## config.mk

```make
export PLATFORM = sky130hd
export DESIGN_NAME = gfx_render_wbm
export DESIGN_NICKNAME = d
export VERILOG_FILES = /design/src/rtl/gfx_pkg.sv /design/src/rtl/gfx_wb_line_buf.sv /design/src/rtl/gfx_render_wbm.sv
export SDC_FILE = /design/constraint.sdc
export NUM_CORES = 1
export LEC_CHECK = 0
export ABC_AREA = 1
export CORE_AREA = 2 2 452 454
export DETAILED_ROUTE_END_ITERATION = 6
export DIE_AREA = 0 0 454 456
export PLACE_DENSITY = 0.35
export SLEW_MARGIN = 25
export SYNTH_ARGS = -nofsm -noshare
export SYNTH_HDL_FRONTEND = slang
export SYNTH_SLANG_ARGS = --single-unit
export TNS_END_PERCENT = 20
```

## constraint.sdc

```tcl
create_clock -name clk_i -period 3.14 [get_ports clk_i]
set_input_delay 0.628 -clock clk_i [delete_from_list [all_inputs] [get_ports clk_i]]
set_output_delay 0.628 -clock clk_i [all_outputs]
set_load 0.005 [all_outputs]
```

## src/rtl/gfx_pkg.sv

```systemverilog
// Shared types and helpers for the renderer-side Wishbone master and its line buffer.
package gfx_pkg;

  localparam int unsigned MDW_DFLT  = 256;
  localparam int unsigned LOG2_LINE = $clog2(MDW_DFLT / 8);

  typedef enum logic [1:0] {
    IDLE,
    FLUSH,
    READ
  } wbm_state_e;

  // Request parked while the posted line is written back.
  typedef enum logic [1:0] {
    PEND_NONE,
    PEND_WR,
    PEND_RD
  } pend_e;

  function automatic logic fnLineHit(input logic [31:0] adr, input logic [31:0] tag,
                                     input int unsigned lg);
    return (adr >> lg) == (tag >> lg);
  endfunction

endpackage

```

## src/rtl/gfx_wb_line_buf.sv

```systemverilog
// One-line write-posting buffer: line tag, accumulated byte selects and merged line data.
module gfx_wb_line_buf
  import gfx_pkg::*;
#(
  parameter int unsigned MDW = MDW_DFLT
) (
  input  logic               clk_i,
  input  logic               rst_ni,
  input  logic               merge,
  input  logic               clear,
  input  logic [31:0]        adr,
  input  logic [MDW/8-1:0]   sel,
  input  logic [MDW-1:0]     dat,
  output logic               valid,
  output logic [31:0]        tag,
  output logic [MDW/8-1:0]   buf_sel,
  output logic [MDW-1:0]     buf_dat
);

  localparam int unsigned SW = MDW / 8;
  localparam int unsigned LG = $clog2(SW);
  localparam logic [31:0] LINE_MASK = ~((32'd1 << LG) - 32'd1);

  // NOTE: sequential state is always updated with non-blocking assignments so every
  // flop samples the pre-edge values regardless of process evaluation order.
  always_ff @(posedge clk_i or negedge rst_ni) begin
    if (!rst_ni) begin
      valid   <= 1'b0;
      tag     <= '0;
      buf_sel <= '0;
    end else if (clear) begin
      valid   <= 1'b0;
      buf_sel <= '0;
    end else if (merge) begin
      valid   <= 1'b1;
      tag     <= adr & LINE_MASK;
      buf_sel <= buf_sel | sel;
    end
  end

  // NOTE: the line data is deliberately left without reset; only bytes covered by
  // buf_sel are ever driven onto the bus, so its content after reset is irrelevant.
  always_ff @(posedge clk_i) begin
    for (int b = 0; b < SW; b++) begin
      if (merge && sel[b]) buf_dat[8*b +: 8] <= dat[8*b +: 8];
    end
  end

endmodule

```

## src/rtl/gfx_render_wbm.sv

```systemverilog
// Renderer pixel/z request responder: posts writes into one line buffer and runs
// Wishbone classic cycles for write-back and line reads.
module gfx_render_wbm
  import gfx_pkg::*;
#(
  parameter int unsigned MDW        = MDW_DFLT,
  parameter int unsigned TIMEOUT    = 1023,
  parameter int unsigned FLUSH_IDLE = 15
) (
  input  logic               clk_i,
  input  logic               rst_ni,
  input  logic               rd_i,
  input  logic               wr_i,
  input  logic [31:0]        adr_i,
  input  logic [MDW/8-1:0]   sel_i,
  input  logic [MDW-1:0]     dat_i,
  output logic               ack_o,
  output logic               err_o,
  output logic [MDW-1:0]     dat_o,
  input  logic               flush_i,
  output logic               idle_o,
  output logic               m_cyc_o,
  output logic               m_stb_o,
  output logic               m_we_o,
  output logic [31:0]        m_adr_o,
  output logic [MDW/8-1:0]   m_sel_o,
  output logic [MDW-1:0]     m_dat_o,
  input  logic [MDW-1:0]     m_dat_i,
  input  logic               m_ack_i,
  input  logic               m_err_i
);

  localparam int unsigned SW = MDW / 8;
  localparam int unsigned LG = $clog2(SW);
  localparam int unsigned IW = (FLUSH_IDLE > 0) ? $clog2(FLUSH_IDLE + 1) : 1;
  localparam logic [31:0] LINE_MASK = ~((32'd1 << LG) - 32'd1);
  localparam logic [9:0]  TO_LAST   = 10'(TIMEOUT - 1);
  localparam logic [IW-1:0] IDLE_LIM = IW'(FLUSH_IDLE);

  wbm_state_e       state_q, state_d;
  pend_e            pend_q, pend_d;
  logic             flush_req_q, flush_req_d;
  logic [IW-1:0]    idle_cnt_q, idle_cnt_d;
  logic [9:0]       to_cnt_q, to_cnt_d;
  logic [31:0]      req_adr_q, req_adr_d;
  logic             ack_d, err_d;
  logic [MDW-1:0]   dat_d;

  logic             buf_merge, buf_clear, buf_valid;
  logic [31:0]      buf_tag;
  logic [SW-1:0]    buf_sel;
  logic [MDW-1:0]   buf_dat;

  logic             hit, bus_ok, bus_err, auto_flush;

  gfx_wb_line_buf #(.MDW(MDW)) u_line_buf (
    .clk_i   (clk_i),
    .rst_ni  (rst_ni),
    .merge   (buf_merge),
    .clear   (buf_clear),
    .adr     (adr_i),
    .sel     (sel_i),
    .dat     (dat_i),
    .valid   (buf_valid),
    .tag     (buf_tag),
    .buf_sel (buf_sel),
    .buf_dat (buf_dat)
  );

  assign hit        = fnLineHit(adr_i, buf_tag, LG);
  // Error beats ack; an ack arriving in the last allowed cycle still completes normally.
  assign bus_err    = m_err_i || ((to_cnt_q == TO_LAST) && !m_ack_i);
  assign bus_ok     = m_ack_i && !m_err_i;
  assign auto_flush = (FLUSH_IDLE != 0) && buf_valid && (idle_cnt_q == IDLE_LIM);

  // NOTE: every signal written here gets its default first, so no path through the
  // case statement leaves one unassigned and no latch is inferred.
  always_comb begin
    state_d     = state_q;
    pend_d      = pend_q;
    flush_req_d = flush_req_q | flush_i;
    idle_cnt_d  = idle_cnt_q;
    to_cnt_d    = to_cnt_q + 10'd1;
    req_adr_d   = req_adr_q;
    ack_d       = 1'b0;
    err_d       = 1'b0;
    dat_d       = dat_o;
    buf_merge   = 1'b0;
    buf_clear   = 1'b0;

    unique case (state_q)
      IDLE: begin
        to_cnt_d = '0;
        if (rd_i || wr_i || flush_i) idle_cnt_d = '0;
        else if (buf_valid && idle_cnt_q != IDLE_LIM) idle_cnt_d = idle_cnt_q + 1'b1;

        // The cycle after ack_o still shows the finished request: accept nothing then.
        if (!ack_o) begin
          if (wr_i) begin
            req_adr_d = adr_i & LINE_MASK;
            if (!buf_valid || hit) begin
              buf_merge = 1'b1;
              ack_d     = 1'b1;
            end else begin
              state_d = FLUSH;
              pend_d  = PEND_WR;
            end
          end else if (rd_i) begin
            req_adr_d = adr_i & LINE_MASK;
            if (buf_valid) begin
              state_d = FLUSH;
              pend_d  = PEND_RD;
            end else begin
              state_d = READ;
            end
          end else if (flush_req_q || flush_i || auto_flush) begin
            flush_req_d = 1'b0;
            idle_cnt_d  = '0;
            if (buf_valid) begin
              state_d = FLUSH;
              pend_d  = PEND_NONE;
            end
          end
        end
      end

      FLUSH: begin
        if (bus_err) begin
          buf_clear = 1'b1;
          if (pend_q != PEND_NONE) begin
            ack_d = 1'b1;
            err_d = 1'b1;
            dat_d = '0;
          end
          pend_d  = PEND_NONE;
          state_d = IDLE;
        end else if (bus_ok) begin
          buf_clear = 1'b1;
          pend_d    = PEND_NONE;
          if (pend_q == PEND_RD) begin
            state_d  = READ;
            to_cnt_d = '0;
          end else begin
            state_d = IDLE;
          end
        end
      end

      READ: begin
        if (bus_err) begin
          ack_d   = 1'b1;
          err_d   = 1'b1;
          dat_d   = '0;
          state_d = IDLE;
        end else if (bus_ok) begin
          ack_d   = 1'b1;
          dat_d   = m_dat_i;
          state_d = IDLE;
        end
      end

      default: state_d = IDLE;
    endcase
  end

  always_ff @(posedge clk_i or negedge rst_ni) begin
    if (!rst_ni) begin
      state_q     <= IDLE;
      pend_q      <= PEND_NONE;
      flush_req_q <= 1'b0;
      idle_cnt_q  <= '0;
      to_cnt_q    <= '0;
      req_adr_q   <= '0;
      ack_o       <= 1'b0;
      err_o       <= 1'b0;
      dat_o       <= '0;
    end else begin
      state_q     <= state_d;
      pend_q      <= pend_d;
      flush_req_q <= flush_req_d;
      idle_cnt_q  <= idle_cnt_d;
      to_cnt_q    <= to_cnt_d;
      req_adr_q   <= req_adr_d;
      ack_o       <= ack_d;
      err_o       <= err_d;
      dat_o       <= dat_d;
    end
  end

  // Bus controls decode straight from the state register, so reset drops the cycle at once.
  always_comb begin
    m_cyc_o = (state_q != IDLE);
    m_stb_o = (state_q != IDLE);
    m_we_o  = (state_q == FLUSH);
    m_adr_o = '0;
    m_sel_o = '0;
    m_dat_o = '0;
    if (state_q == FLUSH) begin
      m_adr_o = buf_tag;
      m_sel_o = buf_sel;
      m_dat_o = buf_dat;
    end else if (state_q == READ) begin
      m_adr_o = req_adr_q;
      m_sel_o = '1;
    end
  end

  assign idle_o = (state_q == IDLE) && !buf_valid && !rd_i && !wr_i;

endmodule

```

# Word level (Yosys, flattened, before mapping)
# Index checks and enable logic that the tools add are counted.
[totals]
regBits = 625
out_inout_bits = 582
in_bits = 583
wordCells = 191
[classes]
add_sub_neg = 2
eq_ne = 16
bitwise = 4
muxes = 63
reduce_logical = 62
[ops]
columns = ["operator", "count"]
rows = [
  ["$mux W256", 5],
  ["$pmux W256 S2", 1],
  ["$mux W32", 8],
  ["$logic_and A1 B1 Y1", 39],
  ["$mux W2", 18],
  ["$or A32 B32 Y32", 1],
  ["$mux W10", 3],
  ["$eq A27 B27 Y1", 1],
  ["$mux W4", 6],
  ["$pmux W10 S2", 1],
  ["$mux W1", 17],
  ["$reduce_and A6 Y1", 2],
  ["$reduce_bool A2 Y1", 6],
  ["$add A10 B1 Y10 const B", 1],
  ["$eq A10 B10 Y1 const B", 1],
  ["$ne A4 B4 Y1 const B", 2],
  ["$logic_or A1 B1 Y1", 6],
  ["$ne A3 B3 Y1 const B", 2],
  ["$pmux W2 S3", 1],
  ["$logic_not A1 Y1", 5],
  ["$add A4 B1 Y4 const B", 1],
  ["$eq A2 B2 Y1 const B", 2],
  ["$eq A4 B4 Y1 const B", 1],
  ["$ne A2 B1 Y1 const B", 2],
  ["14 further kinds", 15],
]

# Logic depth before layout (Yosys ltp)
[logic_depth]
depth_word = 8
ltp_mapped = 14
mapped_depth_nobuf = 13

# Modules after synthesis
# A second synthesis with hierarchy kept.
[unflattened]
hier_cells = 2682
area_unflattened_um2 = 25733.4
[modules_own_cells]
columns = ["module", "cells_per_inst", "seq_area_each_um2", "n_inst", "area_per_inst_um2"]
rows = [
  ["gfx_render_wbm", 2131, 7607.3, 1, 15362.2],
  ["gfx_wb_line_buf", 551, 9188.8, 1, 10371.2],
]

# Worst setup path after synthesis
# OpenSTA, ideal clock, no wires.
[synth_timing]
path_kind = "input to register"
startpoint = "input port adr_i[19]"
endpoint = "register u_line_buf.buf_dat[104], enable pin"
required_time_ns = 2.769
path_buffers = 2
setup_slack_ns = 0.705
t_arrival_ns = 2.064
setup_time_ns = 0.371
stages = 13
cell_sequence = "inv_1 nand2_1 nand2_1 nand2_1 nor2_1 nand2_1 nor2_1 nand2_1 nand2_1 nand3_1 buf_2 buf_1 nor2_1"
[synth_between]
elab_chain_cells = 7
[synth_lines]
columns = ["item", "line", "rtl"]
rows = [
  ["from (decl)", "gfx_render_wbm.sv:14", "input logic [31:0] adr_i,"],
  ["$eq A27 B27 Y1", "gfx_pkg.sv:22", "return (adr >> lg) == (tag >> lg);"],
  ["$logic_or A1 B1 Y1", "gfx_render_wbm.sv:101", "if (!buf_valid || hit) begin"],
  ["$mux W1", "gfx_render_wbm.sv:101", ""],
  ["$mux W1", "gfx_render_wbm.sv:99", "if (wr_i) begin"],
  ["$mux W1", "gfx_render_wbm.sv:98", "if (!ack_o) begin"],
  ["$mux W1", "gfx_render_wbm.sv:91", "unique case (state_q)"],
  ["$logic_and A1 B1 Y1", "gfx_wb_line_buf.sv:45", "if (merge && sel[b]) buf_dat[8*b +: 8] <= dat[8*b +: 8];"],
  ["to (signal, indexed assignment)", "gfx_wb_line_buf.sv:45", ""],
  ["to (decl)", "gfx_wb_line_buf.sv:17", "output logic [MDW-1:0] buf_dat"],
]
# Every way passes these cells.
# A chain may end at the register's enable or synchronous reset.

# Final worst setup path
[layout_timing]
startpoint = "register state_q[1]"
endpoint = "output port m_dat_o[32]"
[layout_between]
elab_chain_cells = 2
[layout_lines]
columns = ["item", "line", "rtl"]
rows = [
  ["from (decl)", "gfx_render_wbm.sv:40", "wbm_state_e state_q, state_d;"],
  ["from (signal assigned)", "gfx_render_wbm.sv:178", "state_q <= state_d;"],
  ["$eq A2 B1 Y1", "gfx_render_wbm.sv:198", "if (state_q == FLUSH) begin"],
  ["$mux W256", "gfx_render_wbm.sv:198", ""],
  ["to (decl)", "gfx_render_wbm.sv:27", "output logic [MDW-1:0] m_dat_o,"],
]
# Every way passes these cells.

==> results.md <==
## Outcome
• status: finished clean

## STA
• count of pins over their slew limit: 0
• final critical-path share of the clock period: 0.982
• total count of hold-check failures in the final report: 0
• worst slew margin relative to its limit: 0.375
• number of endpoints failing setup at the final stage: 0
• largest clock skew in the final design: 0.0241 ns
• setup repair after global routing missed its margin: yes
• f_max: 324 MHz
• Tmin final: 3.08 ns
• transition time at the pin with the least slew margin: 0.937 ns

## GRT
• initial antenna violation count: 48
• pin count of the biggest net entering global routing: 81
• GR Util All Layers: 0.132
• global-route congestion overflow total: 0
• wire length of the first global-routing pass: 192 mm
• vias in the first global route: 23600

## Final layout
• share of layout cells above drive strength 1: 0.0839
• leading cell types in the layout, fill and taps excluded: clkdlybuf4s50_1, nand2_1, dfrtp_1
• synthesis-to-layout area growth: 73.8%
• most common cell after layout, fill and taps aside: clkdlybuf4s50_1
• number of nets in the final layout: 4574
• number of fill cells: 22100
• non-filler instance count after layout: 6743

## Worst hold path
• worst hold path cell count: 3
• hold path startpoint: m_dat_i[14]
• worst min-delay path endpoint: dat_o[14]$_DFFE_PN0P_
• worst min-delay path class: input port to flip-flop

## Routing
• # DRC: 0
• post-DR vias/cell: 3.45
• remaining number of nets flagged by the antenna check after routing: 0
• Post-Route WL: 142 mm
• number of vias after detailed routing: 23300
• Wirelength per Cell: 21.0 um
• total iterations of the first detailed-routing run: 5
• number of design-rule violations left by the first detailed-router iteration: 1204

## Flow run
• reported max-cap violation count: 0

## Worst setup path
• maximum fanout along the worst path: 68
• crit start category: flip-flop
• Critical R2R Launch: state_q[1]$_DFFE_PN0P_
• critical path's slowest cell: clkdlybuf4s50_1
• critical path class: flip-flop to output pin
• setup slack, reg-to-reg: 0.65 ns
• sequence of cells on the critical path: inv_2 > ha_4 > buf_16 > nand2_1 > inv_1 > clkdlybuf4s50_1
• Critical Path AT: 2.45 ns
• critical path data required time: 2.51 ns
• Largest stage delay, worst path: 0.53 ns
• reg-to-reg endpoint: dat_o[112]$_DFFE_PN0P_
• Critical Path End Type: output pin
• cell count of the worst reg-to-reg path: 11

## Logic synthesis
• syn_area_per_cell: 9.42 sq um
• synthesized area: 25900 sq um
• share of synthesized area occupied by flip-flops and latches: 0.649
• count of yosys warnings during synthesis: 0
• count of cell types in the netlist: 27
• cell count after synthesis: 2746
• Seq cells post-synth: 620

## Clock network
• TritonCTS clock tree: yes
• number of clock buffers inserted by TritonCTS: 85
• Max Buffers Root-to-Sink: 3
• clock tree root buffer cell: clkbuf_16
• register clock-pin slew on the reported worst setup and hold paths: 0.06 ns
• Clock Sinks: 620
• number of H-tree branching levels: 3
• clock latency on the worst-skew pair: 0.70 ns

## Power and ir drop
• maximum vdd ir drop: 0.442 mV
• PwrDens: 897 nW/um^2
• overall power: 40.3 mW
• Leakage Power: 20.4 nW

## Placement
• Inst Count DP: 6525
• IO buf count: 1154
• global placer's final weighted congestion: 0.818
• DP HPWL: 107 mm

## Die
• initial standard-cell utilization of the core: 0.128
• total die area: 207000 sq um
• horizontal die dimension: 454 um
• Die Y: 456 um
• top-level port count: 1165
• core area: 202000 sq um
• Std-Cell Rows: 165

cell families after synthesis:
kind of cell | Yosys count | share of synthesized area
adder cells (fa/ha/maj) | 7 | 0.00339
XOR/XNOR | 26 | 0.00880
multiplexers | 18 | 0.00784
flip-flops | 620 | 0.649
buffers and inverters | 531 | 0.0813
other | 1 | 0.000145
AO/OA/AOI/OAI | 353 | 0.0695
AND/OR/NAND/NOR | 1190 | 0.180
where the power goes:
group | switching [mW] | leakage (nW) | internal, mW | total (mW)
Clock | 4.05 | 1.34 | 5.75 | 9.81
Combinational | 8.87 | 12.4 | 8.80 | 17.7
Sequential | 1.51 | 6.71 | 11.3 | 12.8
Total | 14.4 | 20.4 | 25.9 | 40.3
synthesized netlist by cell type:
library cell | number | area (sq um)
o22ai_1 | 1 | 6.26
edfxtp_1 | 256 | 7690
o21ai_0 | 53 | 265
buf_4 | 10 | 75.1
xnor2_1 | 19 | 166
dfrtp_1 | 364 | 9110
inv_1 | 366 | 1370
nor3_1 | 4 | 20.0
nand2_1 | 758 | 2850
o2111ai_1 | 1 | 8.76
clkbuf_1 | 89 | 334
buf_2 | 58 | 290
nand3_1 | 68 | 340
nor2_1 | 324 | 1220
conb_1 | 1 | 3.75
a21oi_1 | 294 | 1470
buf_1 | 6 | 22.5
a22oi_4 | 1 | 21.3
o211ai_1 | 1 | 7.51
mux2_2 | 18 | 203
a221oi_1 | 1 | 8.76
xor2_1 | 7 | 61.3
a21oi_2 | 1 | 8.76
ha_1 | 7 | 87.6
inv_2 | 2 | 7.51
nand4_1 | 35 | 219
nor2_2 | 1 | 6.26
registers in the layout (all words and copies together) (netlist names):
register	cells
u_line_buf.valid	1
flush_req_q	1
u_line_buf.buf_dat	256
pend_q	2
err_o	1
req_adr_q	27
state_q	2
idle_cnt_q	4
ack_o	1
dat_o	256
u_line_buf.tag	27
to_cnt_q	10
u_line_buf.buf_sel	32
critical path: cells and delay by family (launching register included):
kind | cells | cell delay [ns]
buf+inv | 4 | 0.96
flops | 1 | 0.39
fa+ha+maj | 1 | 0.20
simple gates | 1 | 0.11
metal layers:
| metal | up-vias | global-route usage | part of all wire |
|---|---|---|---|
| met2 | 784 | 0.250 | 0.55 |
| met4 | 16 | 0.0525 | 0.034 |
| met1 | 11100 | 0.130 | 0.34 |
| li1 | 11200 | - | - |
| met5 | - | 0 | 0.00075 |
| met3 | 202 | 0.0427 | 0.074 |
layout make-up:
cell class / count / area, sq um / share of cell area
diodes: 18 / 45.0 / 0.00100
clock buffers: 122 / 2410 / 0.0536
well taps: 2672 / 3340 / 0.0743
flip-flops and latches: 620 / 16800 / 0.374
clock inverters: 34 / 359 / 0.00799
repair inverters: 1 / 8.76 / 0.000195
repair buffers: 1309 / 13500 / 0.300
inverters: 368 / 1400 / 0.0312
multi-input cells: 1599 / 7090 / 0.158
what timing repair did:
action | CTS | global route
hold buffers | 1 | 0
gates cloned | 14 | 2
pin swaps | 2 | 3
resized for setup | 311 | 90
endpoints found under the hold margin | 33 | 0
endpoints found under the setup margin | 314 | 75
buffers inserted | 17 | 12
how the worst max path moves through the flow:
stage	cells past startpoint	start	endpoint
floorplan	13	adr_i[19]	u_line_buf.buf_dat[104]$_DFFE_PP_
finish	6	state_q[1]$_DFFE_PN0P_	m_dat_o[32]
global route	10	state_q[0]$_DFFE_PN0P_	m_dat_o[46]
CTS	7	state_q[0]$_DFFE_PN0P_	idle_o
detailed placement	12	adr_i[21]	u_line_buf.buf_dat[111]$_DFFE_PP_
global placement	12	adr_i[26]	u_line_buf.buf_dat[103]$_DFFE_PP_
through the flow:
step	hold slack [ns]	worst slack (ns)	util	cell area, sq um	setup TNS [ns]
global route	0.416	-0.0815	0.223	45000	-0.922
CTS	0.381	-0.185	0.221	44600	-3.17
floorplan	0.332	0.705	-	25900	0
global placement	0.471	-0.0133	0.205	41400	-0.105
finish	0.481	0.0579	0.223	45000	0
detailed placement	0.474	0.0255	0.205	41400	0
No activity file was read; power rests on OpenSTA's default activity.
==> RTL edit 1 (config.mk and constraints unchanged) <==
Change the parameter `FLUSH_IDLE` from 15 to 14.
--- a/src/rtl/gfx_render_wbm.sv
+++ b/src/rtl/gfx_render_wbm.sv
@@ -5,7 +5,7 @@
 #(
   parameter int unsigned MDW        = MDW_DFLT,
   parameter int unsigned TIMEOUT    = 1023,
-  parameter int unsigned FLUSH_IDLE = 15
+  parameter int unsigned FLUSH_IDLE = 14
 ) (
   input  logic               clk_i,
   input  logic               rst_ni,
Formal check against the unedited RTL: no difference found for any inputs over 4 cycles, from zero or initial values and one cycle with rst_ni low; that may be too few to reach the edited logic, so the function may still have changed.
==> RTL edit 1 against the unedited design <==
- worst setup slack lost 0.0050 ns
- via count is 0.72% higher
- area after synthesis rose by 0.23%
- power rose by 0.27%
- first-iteration DRC count grew 21%
- clock skew up 0.024 ns
- fmax decreased by 0.16%
- final area shrank 0.89%
- wire length grew 7.5%
- final cell count decreased by 0.25%
- sequential share of layout area increased by 0.33 points
- sequential cell count unchanged
==> RTL edit 1: results (changes against the unedited design) <==
Outcome
  – Status: complete, no violations (unchanged)

Global routing
  – Global-route wire length before repair: 203.6 mm (was 191.7 mm)
  – Number of antenna violations at the first check in global routing: 56 (was 48)

Place
  – Placement-stage worst setup slack: 0.02628 ns (was 0.02552 ns)
  – Dpl cell area: 41260 um2 (was 41430 um2)
  – Cell Count Post-Placement: 6520 (was 6525)
  – Final weighted congestion of routability-driven global placement: 0.8242 (was 0.8182)

Cells and area
  – Number of ordinary inverters in the final layout: 366 (was 369)
  – Layout cells sized above 1: 8.715% (was 8.389%)
  – Area taken by multi-input logic gates: 7122 um2 (was 7092 um2)
  – Number of multi-input combinational cells: 1597 (was 1599)
  – Fraction of area in registers: 37.69% (was 37.35%)
  – Number of inserted filler cells in the final layout: 22140 (was 22130)
  – Clock buffer cells: 120 (was 122)
  – Final-stage net count: 4561 (was 4574)
  – Final-layout non-clock buffer area share: 29.45% (was 30.05%)
  – Fin util: 22.10% (was 22.29%)
  – Number of sequential cells in the layout: 620 (unchanged)

Worst setup path
  – Worst-case register-to-register setup slack: 0.35 ns (was 0.65 ns)
  – Crit Reg-Reg Endpoint: dat_o[27]$_DFFE_PN0P_ (was dat_o[112]$_DFFE_PN0P_)
  – CP endpoint: m_dat_o[105] (was m_dat_o[32])

Min path
  – Startpoint of the tightest hold check path: to_cnt_q[0]$_DFF_PN0_ (was m_dat_i[14])
  – Number of cells on the worst hold path: 1 (was 3)
  – Class of the tightest hold or removal check: flop to flop (was input port to flop)

Yosys
  – Leading post-synthesis cells by cell area: sky130_fd_sc_hd__dfrtp_1 35%, sky130_fd_sc_hd__edfxtp_1 30%, sky130_fd_sc_hd__nand2_1 11% (unchanged)
  – Most common library cells after synthesis: 752 x sky130_fd_sc_hd__nand2_1, 364 x sky130_fd_sc_hd__dfrtp_1, 364 x sky130_fd_sc_hd__inv_1, 325 x sky130_fd_sc_hd__nor2_1, 292 x sky130_fd_sc_hd__a21oi_1 (was 758 x sky130_fd_sc_hd__nand2_1, 366 x sky130_fd_sc_hd__inv_1, 364 x sky130_fd_sc_hd__dfrtp_1, 324 x sky130_fd_sc_hd__nor2_1, 294 x sky130_fd_sc_hd__a21oi_1)

Timing
  – Final hold slack: 0.4594 ns (was 0.4806 ns)

Power
  – Largest voltage drop on the vdd net: 0.4045 mV (was 0.4416 mV)
-- RTL edit 1: changes by cell type after synthesis, sizes merged, moves of 2 or more --
cell,delta
inv,-3
clkbuf,-10
o21ai,+2
nand2,-6
buf,+10
a21oi,-2
-- RTL edit 1: timing repair --
item,4_1_cts,5_1_grt
setup endpoints to repair,315,97
buffers inserted,17,5
cloned,12,2
hold buffers,1,0
pin swaps,3,0
gates resized for setup,350,44
endpoints found under the hold margin,50,0
-- RTL edit 1: metal layers --
| layer | track usage (%) | share of wire [%] | wire [um] |
|---|---|---|---|
| met1 | 14.34 | 35 | 53760 |
| met2 | 27.82 | 55 | 84320 |
| met3 | 3.991 | 6.3 | 9615 |
| met4 | 4.007 | 3.0 | 4552 |
| met5 | 0 | 0.064 | 98 |
-- RTL edit 1: logic make-up after synthesis --
logic type	share of synthesized area, %
other cells	0.01446
simple gates	17.87
flops	64.79
compound gates	6.945
mux	0.7818
xor+xnor	0.9122
fa+ha+maj	0.3861
buf+inv	8.306
-- RTL edit 1: worst max-delay path, cell delays in order, from the launching register on --
cell	delay [ns]
sky130_fd_sc_hd__dfrtp_1	0.39
sky130_fd_sc_hd__inv_2	0.08
sky130_fd_sc_hd__ha_4	0.18
sky130_fd_sc_hd__buf_12	0.15
sky130_fd_sc_hd__buf_16	0.24
sky130_fd_sc_hd__nand2_1	0.09
sky130_fd_sc_hd__inv_1	0.06
sky130_fd_sc_hd__clkdlybuf4s50_1	0.49
-- RTL edit 1: report_power, final --
| part | leakage, uW | internal (uW) | switching [uW] |
|---|---|---|---|
| clock | 0.00136 | 5610 | 4120 |
| sequential | 0.00671 | 11300 | 1610 |
| combinational | 0.0120 | 8580 | 9160 |
| total | 0.0201 | 25500 | 14900 |
==> RTL edit 2 (same settings) <==
Made on the original files. `req_adr_q` and `dat_o` no longer have a reset.
--- a/src/rtl/gfx_render_wbm.sv
+++ b/src/rtl/gfx_render_wbm.sv
@@ -170,21 +170,22 @@
       flush_req_q <= 1'b0;
       idle_cnt_q  <= '0;
       to_cnt_q    <= '0;
-      req_adr_q   <= '0;
       ack_o       <= 1'b0;
       err_o       <= 1'b0;
-      dat_o       <= '0;
     end else begin
       state_q     <= state_d;
       pend_q      <= pend_d;
       flush_req_q <= flush_req_d;
       idle_cnt_q  <= idle_cnt_d;
       to_cnt_q    <= to_cnt_d;
-      req_adr_q   <= req_adr_d;
       ack_o       <= ack_d;
       err_o       <= err_d;
-      dat_o       <= dat_d;
     end
+  end
+
+  always_ff @(posedge clk_i) begin
+    req_adr_q <= req_adr_d;
+    dat_o     <= dat_d;
   end
 
   // Bus controls decode straight from the state register, so reset drops the cycle at once.
Behaviour: differs if rst_ni is asserted again (counterexample within 4 cycles, from zero or initial values and one cycle with rst_ni low); with rst_ni held inactive, the same outputs for 4 cycles.
==> RTL edit 2 against the unedited design <==
- the flow now finishes with violations (setup timing)
- power decreased by 13%
- critical path depth stayed put
- sequential power down 6%
- final area decreased by 0.78%
- sequential cell count is the same
- worst setup slack got worse by 0.13 ns
- area after synthesis shrank 1.1%
- count of clock-buffer cells in the layout decreased by 15
- wire length increased by 1.8%
- largest power group unchanged
- highest routed layer unchanged
==> RTL edit 2: results (changes against the unedited design) <==
Outcome
  – Status: finished, violations left (was complete, no violations)
  – Violations in the final reports: setup timing

Timing
  – Setup slack of the critical path after layout: -0.06988 ns (was 0.05792 ns)
  – Total setup violations reported at the end of the flow: 10 (was 0)
  – Final hold slack: 0.4533 ns (was 0.4806 ns)

Worst setup path
  – Largest fanout on the critical path: 28 (was 68)
  – CP Data Arrival Time: 2.58 ns (was 2.45 ns)
  – Path depth of the worst reg2reg path: 10 (was 11)
  – Worst-case register-to-register setup slack: 0.51 ns (was 0.65 ns)

Place
  – Placed wire-length estimate: 114.4 mm (was 106.9 mm)
  – Placement-stage worst setup slack: -0.1209 ns (was 0.02552 ns)
  – Dpl cell area: 41150 um2 (was 41430 um2)

Global routing
  – Met1 usage in global routing: 14.04% (was 12.98%)
  – Vias in the first global route: 22080 (was 23630)
  – GRT met2 Usage: 24.49% (was 25.04%)
  – Number of antenna violations at the first check in global routing: 84 (was 48)
  – Pin count of the biggest net entering global routing: 58 (was 81)
  – Met3 layer usage reported by global route: 4.756% (was 4.266%)

Yosys
  – Leading post-synthesis cells by cell area: sky130_fd_sc_hd__edfxtp_1 63%, sky130_fd_sc_hd__inv_1 9.0%, sky130_fd_sc_hd__dfrtp_1 7.9% (was sky130_fd_sc_hd__dfrtp_1 35%, sky130_fd_sc_hd__edfxtp_1 30%, sky130_fd_sc_hd__nand2_1 11%)
  – Main flop type after synthesis: sky130_fd_sc_hd__edfxtp_1 (was sky130_fd_sc_hd__dfrtp_1)
  – Post-synthesis async set-or-reset flop share: 13.06% (was 58.71%)
  – Most common library cells after synthesis: 616 x sky130_fd_sc_hd__inv_1, 539 x sky130_fd_sc_hd__edfxtp_1, 481 x sky130_fd_sc_hd__nand2_1, 323 x sky130_fd_sc_hd__nor2_1, 81 x sky130_fd_sc_hd__dfrtp_1 (was 758 x sky130_fd_sc_hd__nand2_1, 366 x sky130_fd_sc_hd__inv_1, 364 x sky130_fd_sc_hd__dfrtp_1, 324 x sky130_fd_sc_hd__nor2_1, 294 x sky130_fd_sc_hd__a21oi_1)
  – Synth unique cells: 32 (was 27)

Clock tree
  – Cts bufs inserted: 84 (was 85)
  – Post-CTS Resized: 343 (was 311)

Detailed routing
  – Met1 Wirelength: 52.40 mm (was 48.61 mm)
  – Number of iterations in the first detailed-routing pass: 4 (was 5)
  – Routed wire length on met3: 11.86 mm (was 10.50 mm)
  – Routed wire per std cell: 22.42 um (was 21.02 um)

Power
  – Share of power burned in the clock network: 27.5% (was 24.3%)
  – Largest voltage drop on the vdd net: 0.3983 mV (was 0.4416 mV)
  – P_sw: 11940 uW (was 14430 uW)
  – Combinational group share of total power: 38.2% (was 43.8%)

Cells and area
  – Final Instance Count excl. Fillers: 6434 (was 6743)
  – Synthesis-to-finish area growth: 74.41% (was 73.85%)
  – Number of inserted filler cells in the final layout: 22130 (about the same)
==> RTL edit 2: cell types whose count changed after synthesis, sizes merged, moves of 18 or more <==
cell / change
nand2: -271
dfrtp: -283
clkbuf: -62
edfxtp: +283
a21oi: -258
inv: +251
mux2: -18
==> RTL edit 2: layout make-up <==
class	instances	share of cell area, %
Inverter	619	5.261
Timing Repair Buffer	1304	29.77
Sequential cell	620	40.82
Clock buffer	107	4.905
Clock inverter	43	1.164
Antenna cell	22	0.1234
Tap cell	2672	7.493
Multi-Input combinational cell	1047	10.46
==> RTL edit 2: cell families after synthesis <==
| kind of cell | count (synthesis) | synth area share [%] |
|---|---|---|
| flip-flops | 620 | 71.20 |
| XOR/XNOR | 27 | 0.9244 |
| adder cells (fa/ha/maj) | 7 | 0.3424 |
| AO/OA/AOI/OAI | 89 | 1.893 |
| buffers and inverters | 725 | 11.26 |
| other | 1 | 0.01466 |
| AND/OR/NAND/NOR | 919 | 14.37 |
